<file path="config.mk">
export PLATFORM = sky130hd
export DESIGN_NAME = cpu_trace_monitor
export DESIGN_NICKNAME = d
export VERILOG_FILES = /design/src/rtl/cpu_trace_pkg.sv /design/src/rtl/trace_fifo.sv /design/src/rtl/cpu_trace_monitor.sv
export SDC_FILE = /design/constraint.sdc
export NUM_CORES = 1
export LEC_CHECK = 0
export CAP_MARGIN = 25
export CORE_UTILIZATION = 45
export CTS_BUF_LIST = sky130_fd_sc_hd__clkbuf_4 sky130_fd_sc_hd__clkbuf_8 sky130_fd_sc_hd__clkbuf_16
export DETAILED_ROUTE_END_ITERATION = 16
export DONT_BUFFER_PORTS = 1
export PLACE_DENSITY = 0.68
export SYNTH_ARGS = -nofsm -noshare
export SYNTH_HDL_FRONTEND = slang
export SYNTH_SLANG_ARGS = --single-unit
</file>
<file path="constraint.sdc">
create_clock -name clk -period 14.9 [get_ports clk]
set_clock_uncertainty 0.2 [all_clocks]
set_input_delay 1.49 -clock clk [delete_from_list [all_inputs] [get_ports clk]]
set_output_delay 1.49 -clock clk [all_outputs]
set_load 0.1 [all_outputs]
</file>
<file path="src/rtl/cpu_trace_pkg.sv">
// rtl/cpu_trace_pkg.sv - shared state encoding and record layout for the trace monitor
package cpu_trace_pkg;

  typedef enum logic [1:0] {
    ST_IDLE    = 2'd0,
    ST_RUN     = 2'd1,
    ST_HALTED  = 2'd2,
    ST_TIMEOUT = 2'd3
  } trace_state_e;

  localparam int DEFAULT_CYCLE_LIMIT = 100000;

  // Record bit offsets, LSB first: mem_data, mem_addr, mem_write, mem_read,
  // write_data, write_reg, reg_write, halt.
  function automatic int off_mem_data();
    return 0;
  endfunction

  function automatic int off_mem_addr(input int dw);
    return dw;
  endfunction

  function automatic int off_mem_write(input int dw);
    return 2 * dw;
  endfunction

  function automatic int off_mem_read(input int dw);
    return 2 * dw + 1;
  endfunction

  function automatic int off_write_data(input int dw);
    return 2 * dw + 2;
  endfunction

  function automatic int off_write_reg(input int dw);
    return 3 * dw + 2;
  endfunction

  function automatic int off_reg_write(input int dw, input int rw);
    return 3 * dw + 2 + rw;
  endfunction

  function automatic int off_halt(input int dw, input int rw);
    return 3 * dw + 3 + rw;
  endfunction

  function automatic int rec_width(input int dw, input int rw);
    return 3 * dw + 4 + rw;
  endfunction

endpackage

</file>
<file path="src/rtl/trace_fifo.sv">
// rtl/trace_fifo.sv - single-clock FIFO with wrap-bit pointers; storage is not reset
module trace_fifo #(
  parameter int WIDTH = 56,
  parameter int DEPTH = 8
) (
  input  logic             clk,
  input  logic             rst,
  input  logic             push,
  input  logic [WIDTH-1:0] push_data,
  input  logic             pop,
  output logic [WIDTH-1:0] pop_data,
  output logic             full,
  output logic             empty
);

  localparam int AW = $clog2(DEPTH);

  logic [WIDTH-1:0] mem [DEPTH];
  logic [AW:0]      wr_ptr_q, wr_ptr_d;
  logic [AW:0]      rd_ptr_q, rd_ptr_d;
  logic             do_push;
  logic             do_pop;

  assign empty = (wr_ptr_q == rd_ptr_q);
  assign full  = (wr_ptr_q[AW] != rd_ptr_q[AW]) &&
                 (wr_ptr_q[AW-1:0] == rd_ptr_q[AW-1:0]);

  // A pop on the same edge frees the slot, so a full FIFO still accepts the push.
  assign do_pop  = pop & ~empty;
  assign do_push = push & (~full | do_pop);

  assign pop_data = mem[rd_ptr_q[AW-1:0]];

  always_comb begin
    wr_ptr_d = wr_ptr_q;
    rd_ptr_d = rd_ptr_q;
    if (do_push) wr_ptr_d = wr_ptr_q + (AW+1)'(1);
    if (do_pop)  rd_ptr_d = rd_ptr_q + (AW+1)'(1);
  end

  always_ff @(posedge clk or posedge rst) begin
    if (rst) begin
      wr_ptr_q <= '0;
      rd_ptr_q <= '0;
    end else begin
      wr_ptr_q <= wr_ptr_d;
      rd_ptr_q <= rd_ptr_d;
    end
  end

  always_ff @(posedge clk) begin
    if (do_push) mem[wr_ptr_q[AW-1:0]] <= push_data;
  end

endmodule

</file>
<file path="src/rtl/cpu_trace_monitor.sv">
// rtl/cpu_trace_monitor.sv - retirement/memory trace monitor: FSM, counters, record capture
module cpu_trace_monitor
  import cpu_trace_pkg::*;
#(
  parameter int DATA_W      = 16,
  parameter int REG_W       = 4,
  parameter int CNT_W       = 32,
  parameter int DEPTH       = 8,
  parameter int CYCLE_LIMIT = DEFAULT_CYCLE_LIMIT
) (
  input  logic                                  clk,
  input  logic                                  rst,
  input  logic                                  en,
  input  logic                                  reg_write,
  input  logic [REG_W-1:0]                      write_reg,
  input  logic [DATA_W-1:0]                     write_data,
  input  logic                                  mem_read,
  input  logic                                  mem_write,
  input  logic [DATA_W-1:0]                     mem_addr,
  input  logic [DATA_W-1:0]                     mem_wdata,
  input  logic [DATA_W-1:0]                     mem_rdata,
  input  logic                                  halt,
  output logic                                  trace_valid,
  input  logic                                  trace_ready,
  output logic [rec_width(DATA_W, REG_W)-1:0]   trace_rec,
  output logic [CNT_W-1:0]                      cycle_count,
  output logic [CNT_W-1:0]                      inst_count,
  output logic [CNT_W-1:0]                      drop_count,
  output logic [1:0]                            state,
  output logic                                  done
);

  localparam int REC_W = rec_width(DATA_W, REG_W);
  localparam logic [CNT_W:0] LIMIT = (CNT_W+1)'(CYCLE_LIMIT);

  trace_state_e      state_q, state_d;
  logic [CNT_W-1:0]  cycle_q, cycle_d;
  logic [CNT_W-1:0]  inst_q, inst_d;
  logic [CNT_W-1:0]  drop_q, drop_d;
  logic [REC_W-1:0]  rec;
  logic              running;
  logic              evt;
  logic              push;
  logic              drop;
  logic              fifo_full;
  logic              fifo_empty;

  function automatic logic [CNT_W-1:0] sat_inc(input logic [CNT_W-1:0] x);
    return (x == '1) ? x : x + CNT_W'(1);
  endfunction

  assign running = (state_q == ST_RUN);
  assign evt     = halt | reg_write | mem_read | mem_write;
  assign push    = running & evt;
  // Full implies non-empty, so a ready sink always frees a slot this edge.
  assign drop    = push & fifo_full & ~trace_ready;

  always_comb begin
    rec = '0;
    rec[off_halt(DATA_W, REG_W)]                = halt;
    rec[off_reg_write(DATA_W, REG_W)]           = reg_write;
    rec[off_write_reg(DATA_W) +: REG_W]         = write_reg;
    rec[off_write_data(DATA_W) +: DATA_W]       = write_data;
    rec[off_mem_read(DATA_W)]                   = mem_read;
    rec[off_mem_write(DATA_W)]                  = mem_write;
    rec[off_mem_addr(DATA_W) +: DATA_W]         = mem_addr;
    rec[off_mem_data() +: DATA_W]               = mem_write ? mem_wdata : mem_rdata;
  end

  always_comb begin
    state_d = state_q;
    cycle_d = cycle_q;
    inst_d  = inst_q;
    drop_d  = drop_q;
    case (state_q)
      ST_IDLE: begin
        if (en) state_d = ST_RUN;
      end
      ST_RUN: begin
        cycle_d = sat_inc(cycle_q);
        if (halt | reg_write | mem_write) inst_d = sat_inc(inst_q);
        if (drop) drop_d = sat_inc(drop_q);
        if (halt)
          state_d = ST_HALTED;
        else if (({1'b0, cycle_q} + (CNT_W+1)'(1)) == LIMIT)
          state_d = ST_TIMEOUT;
      end
      default: ;
    endcase
  end

  always_ff @(posedge clk or posedge rst) begin
    if (rst) begin
      state_q <= ST_IDLE;
      cycle_q <= '0;
      inst_q  <= '0;
      drop_q  <= '0;
    end else begin
      state_q <= state_d;
      cycle_q <= cycle_d;
      inst_q  <= inst_d;
      drop_q  <= drop_d;
    end
  end

  trace_fifo #(
    .WIDTH (REC_W),
    .DEPTH (DEPTH)
  ) u_fifo (
    .clk       (clk),
    .rst       (rst),
    .push      (push),
    .push_data (rec),
    .pop       (trace_ready),
    .pop_data  (trace_rec),
    .full      (fifo_full),
    .empty     (fifo_empty)
  );

  assign trace_valid = ~fifo_empty;
  assign cycle_count = cycle_q;
  assign inst_count  = inst_q;
  assign drop_count  = drop_q;
  assign state       = state_q;
  assign done        = ((state_q == ST_HALTED) || (state_q == ST_TIMEOUT)) && fifo_empty;

endmodule

</file>
After elaboration in Yosys (flattened, before gate mapping):

Memory sizes are Yosys's and may differ from the RTL's.
Cells that the tools add are included.

* register bits: 106
* memory bits (writable): 448
* input bits: 76
* output and inout bits: 156
* word-level logic and storage cells: 57
* memories: 1

* $add $sub $neg: 6
* equal/unequal tests: 12
* muxes and demuxes: 7
* bitwise logic cells: 16
* reductions and logical operators: 9

Memory list
* u_fifo.mem: depth 8, bits a word 56, rd ports 1, clocked after Yosys merged registers in 0, write ports 1, line trace_fifo.sv:18 `logic [WIDTH-1:0] mem [DEPTH];`

Operators by type and width (count)
* adder 32 x 1 -> 32 bit, second input constant: 3
* equality test 32 bit, second input constant: 3
* adder 32 x 1 -> 33 bit, second input constant: 1
* equality test 33 x 17 -> 1 bit, second input constant: 1
* 2-to-1 mux 16 bit: 1
* AND reduction 3 bit: 3
* adder 4 x 1 -> 4 bit, second input constant: 2
* 2-to-1 mux 2 bit: 3
* inverter 1 bit: 6
* bitwise AND 1 bit: 5
* OR 1 bit: 5
* equality test 2 bit, second input constant: 2
* equality test 4 bit: 1
* one-hot mux 2 bit (2 select lines): 1
* equality test 3 bit: 1
* inequality test 3 x 2 -> 1 bit, second input constant: 1
* equality test 2 x 1 -> 1 bit, second input constant: 1
* logical AND 1 bit: 2
* logical NOT 2 bit: 1
* 2-to-1 mux 1 bit: 2
* inequality test 2 bit, second input constant: 1
* AND reduction 2 bit: 1
* nonzero test 2 bit: 1
* logical OR 1 bit: 1
* inequality test 1 bit: 1

Longest topological paths before layout:

* depth after elaboration: 7
* mapped depth: 10
* mapped depth without buffers: 8

Hierarchy:

Synthesis repeated with hierarchy kept, for this count alone.

* cell total of the unflattened synthesis: 1218
* area total of the unflattened synthesis: 22688.0 um2

By module, submodules not included
* trace_fifo: times used 1, cells an instance 706, area each 17431.7 um2, seq. area each 13653.1 um2
* cpu_trace_monitor: times used 1, cells an instance 512, area each 5256.3 um2, seq. area each 2452.4 um2

Worst setup path before layout:

No wires, ideal clock.

* path type: in2reg
* start: input port mem_write
* end: memory u_fifo.mem[1][0], enable pin
* setup time: 0.551 ns
* arrival time: 6.440 ns
* data required time: 14.149 ns
* slack: 7.710 ns
* cell stages on the path: 5
* buffers on the path: 1
* path through: buf_2 or3_1 o21ai_0 or3_1 nor3b_1

* word-level cells in the longest chain between the ends: 5

Ends and longest elaborated chain
* from (decl): line cpu_trace_monitor.sv:18 `input logic mem_write,`
* OR 1 bit: line cpu_trace_monitor.sv:53 `assign evt = halt | reg_write | mem_read | mem_write;`
* bitwise AND 1 bit: line cpu_trace_monitor.sv:54 `assign push = running & evt;`
* bitwise AND 1 bit: line trace_fifo.sv:30 `assign do_push = push & (~full | do_pop);`
* 2-to-1 mux 1 bit: line trace_fifo.sv:52 `if (do_push) mem[wr_ptr_q[AW-1:0]] <= push_data;`
* 2-to-1 mux 1 bit (not written as such): line trace_fifo.sv:52
* to (decl): line trace_fifo.sv:18

Every way passes these cells.

Worst setup path in the final report:

* start: register u_fifo.rd_ptr_q[0]
* end: output port done

* word-level cells in the longest chain between the ends: 2

Ends and longest elaborated chain
* from (decl): line trace_fifo.sv:20 `logic [AW:0] rd_ptr_q, rd_ptr_d;`
* from (signal assigned): line trace_fifo.sv:47 `rd_ptr_q <= rd_ptr_d;`
* equality test 4 bit: line trace_fifo.sv:24 `assign empty = (wr_ptr_q == rd_ptr_q);`
* logical AND 1 bit: line cpu_trace_monitor.sv:125 `assign done = ((state_q == ST_HALTED) || (state_q == ST_TIMEOUT)) && fifo_empty;`
* to (decl): line cpu_trace_monitor.sv:30 `output logic done`

Every way passes these cells.

==> load_flow_metrics.sql <==
INSERT INTO impl_metrics (metric_group, metric, value, unit) VALUES
('grt', 'grt.met1_usage', '0.237', ''),
('grt', 'grt_pass1_vias', '11400', ''),
('clocking', 'clk_pin_slew', '0.06', 'ns'),
('pwr', 'seqPwrFrac', '0.542', ''),
('sta', 'slew_viol_final', '0', ''),
('clocking', 'cts_max_path_buffers', '3', ''),
('sta', 'report.final.hold_viol_count', '0', ''),
('die', 'floorplan.die.width', '225', 'um'),
('die', 'fp.dieArea', '50600', 'sq um'),
('pwr', 'vdd.ir_drop.worst', '0.000118', 'V'),
('clocking', 'cts_hold_repair.buffers', '0', ''),
('layout', 'insertedDiodeCount', '0', ''),
('worst_setup_path', 'crit_path_end', 'done', ''),
('logic_synthesis', 'cell_type_with_the_largest_total_area_after_synthesis', 'edfxtp_1', ''),
('pwr', 'pwr-share-comb', '0.006', ''),
('drt', 'first_iter_violations', '621', ''),
('worst_setup_path', 'rrSetupSlack', '10.39', 'ns'),
('logic_synthesis', 'synth_fp_nets', '1283', ''),
('drt', 'viasPerCell', '5.62', ''),
('sta', 'slew_headroom', '0.259', ''),
('logic_synthesis', 'synth_flop_cell', 'edfxtp_1', ''),
('pwr', 'power.internal', '2.50', 'mW'),
('grt', 'globalRouteTotalUtil', '0.183', ''),
('grt', 'maximum_number_of_pins_on_one_net_before_global_route_repair', '66', ''),
('logic_synthesis', 'netlist_area', '22400', 'sq um'),
('drt', 'number_of_vias_in_the_routed_layout', '11000', ''),
('clocking', 'cts_post_setup_buffers_inserted', '0', ''),
('worst_setup_path', 'critical_path.endpoint_type', 'output port', ''),
('grt', 'grt_pass1_wl', '69400', 'um'),
('worst_setup_path', 'worst_path_max_delay_cell', 'dfrtp_4', ''),
('clocking', 'cts_num_sinks', '554', ''),
('placed_design', 'dp.final_hpwl', '26300', 'um'),
('layout', 'layout.cell_area.non_filler', '25400', 'sq um'),
('die', 'fp.dieH', '225', 'um'),
('worst_setup_path', 'max_stage_delay', '0.89', 'ns'),
('logic_synthesis', 'yosysSeqAreaShare', '0.720', ''),
('drt', 'finalWirelength', '45900', 'um'),
('pwr', 'cellPowerDensity', '122', 'nW/um^2'),
('worst_setup_path', 'worst_path_most_repeated_cell', 'buf_4', ''),
('clocking', 'root_buffer', 'clkbuf_16', ''),
('drt', 'firstDrtPassIters', '4', ''),
('pwr', 'leakage', '8.48', 'nW'),
('sta', 'worst_slew_pin_slew', '1.11', 'ns'),
('logic_synthesis', 'synth_top_area_share', '0.601', ''),
('worst_hold_path', 'hold_path_class', 'flop to flop', ''),
('placed_design', 'numPortBuffers', '0', ''),
('worst_setup_path', 'critical_path_cell_by_cell', 'buf_4 > xnor2_1 > nand4_1 > buf_4 > nor2_2', ''),
('grt', 'globalRoute.totalOverflow', '0', ''),
('grt', 'met3_usage', '0.0572', ''),
('logic_synthesis', 'number_of_enable_flip_flop_cells_after_synthesis', '448', ''),
('clocking', 'cts_inserted_buffers', '56', ''),
('die', 'placementRows', '81', ''),
('worst_setup_path', 'ff_to_ff_end', 'u_fifo.mem[1][2]', ''),
('logic_synthesis', 'synth-seq-cells', '554', ''),
('logic_synthesis', 'ys_warn_count', '0', ''),
('sta', 'fmaxAchievable', '0.186', 'GHz'),
('grt', 'antenna_found_initial', '0', ''),
('grt', 'grtUsageMet2', '0.301', ''),
('layout', 'share_of_layout_cells_above_drive_strength_1', '0.263', ''),
('logic_synthesis', 'netlist_instances', '1201', ''),
('status', 'outcome', 'completed', ''),
('sta', 'finish_stage_setup_viols', '0', ''),
('worst_setup_path', 'critical_path.startpoint_type', 'flop', ''),
('logic_synthesis', 'yosys-top-cells-count', 'edfxtp_1, mux4_2, dfrtp_1', ''),
('die', 'core_region_area', '49000', 'sq um'),
('clocking', 'clock_tree.htree_level_count', '2', ''),
('pwr', 'clock_power_share', '0.452', ''),
('worst_setup_path', 'crit_start', 'u_fifo.rd_ptr_q[0]', ''),
('sta', 'setup_repair_after_global_routing_missed_its_margin', 'no', ''),
('worst_setup_path', 'worst-r2r-cell-count', '7', ''),
('logic_synthesis', 'postSynth.asyncResetShare', '0.191', '');
==> stage by stage <==
| stage | util | instances | worst slack, ns |
|---|---|---|---|
| after detailed placement | 0.477 | 1841 | 10.05 |
| after global placement | 0.475 | 1837 | 10.03 |
| after CTS | 0.515 | 1944 | 9.38 |
| final | 0.519 | 1954 | 9.54 |
| after floorplan | - | 1201 | 7.71 |
| after global routing | 0.519 | 1954 | 9.26 |
==> worst min path at each step <==
stage | end | slack [ns] | cells after the start
after detailed placement | u_fifo.wr_ptr_q[3] | 0.29 | 1
final | u_fifo.rd_ptr_q[3] | 0.29 | 1
after global placement | u_fifo.rd_ptr_q[3] | 0.28 | 1
after CTS | u_fifo.rd_ptr_q[3] | 0.30 | 1
after global routing | u_fifo.wr_ptr_q[3] | 0.32 | 1
after floorplan | u_fifo.wr_ptr_q[3] | 0.26 | 1
==> cell type report <==
type / instances / area (sq um)
fillers: 3896 / 23500
well taps: 664 / 831
multi-input cells: 585 / 6060
repair buffers: 39 / 509
clock buffers: 68 / 1490
clock inverters: 35 / 375
flip-flops and latches: 554 / 16100
inverters: 9 / 36.3
==> critical path, delay by kind of cell, from the launching register on <==
kind / cells / cell delay (ns)
buf+inv: 2 / 0.96
flops: 1 / 0.89
simple gates: 2 / 0.97
xor+xnor: 1 / 0.22
==> placed cells by master, fill, tap and decap left out, drive strengths merged, types with 4 or more instances in the layout <==
master and count:
inv 11, edfxtp 448, clkinv 24, mux2 77, nand4 28, nor4 7, and3 17, buf 39
or3 4, xor2 37, clkbuf 68, and2 9, ha 6, dfrtp 106, mux4 112, xnor2 74
nor2 32, o31ai 4, and4 10, nor3 20, a31oi 5, nand3 54, bufinv 6, nand2 47
a21oi 6, nor3b 5
==> layer usage <==
layer | up-vias | wire, um
met3 | 61 | 3330
met4 | 0 | 798
met2 | 282 | 22700
li1 | 4848 | -
met5 | - | 0
met1 | 5788 | 19100
==> power by group through the flow <==
stage | clock, mW | sequential (mW) | combinational [mW]
6_report | 1.40 | 1.68 | 0.0173
5_1_grt | 1.49 | 1.68 | 0.0198
4_1_cts | 1.44 | 1.68 | 0.0181
3_5_place_dp | 0 | 1.71 | 0.0179
3_3_place_gp | 0 | 1.71 | 0.0168
2_1_floorplan | 0 | 1.71 | 0.0123
==> registers in the layout, summed over array words and instances, names as in the netlist <==
signal	flops
cycle_count	32
drop_count	32
inst_count	32
state	2
u_fifo.mem	448
u_fifo.rd_ptr_q	4
u_fifo.wr_ptr_q	4
==> cells by family after synthesis <==
kind of cell	share of synthesized area
fa+ha+maj	0.00336
flops	0.720
buf+inv	0.0112
simple gates	0.0619
mux	0.151
compound gates	0.00872
xor+xnor	0.0435
Power figures use the tool's default switching activity.
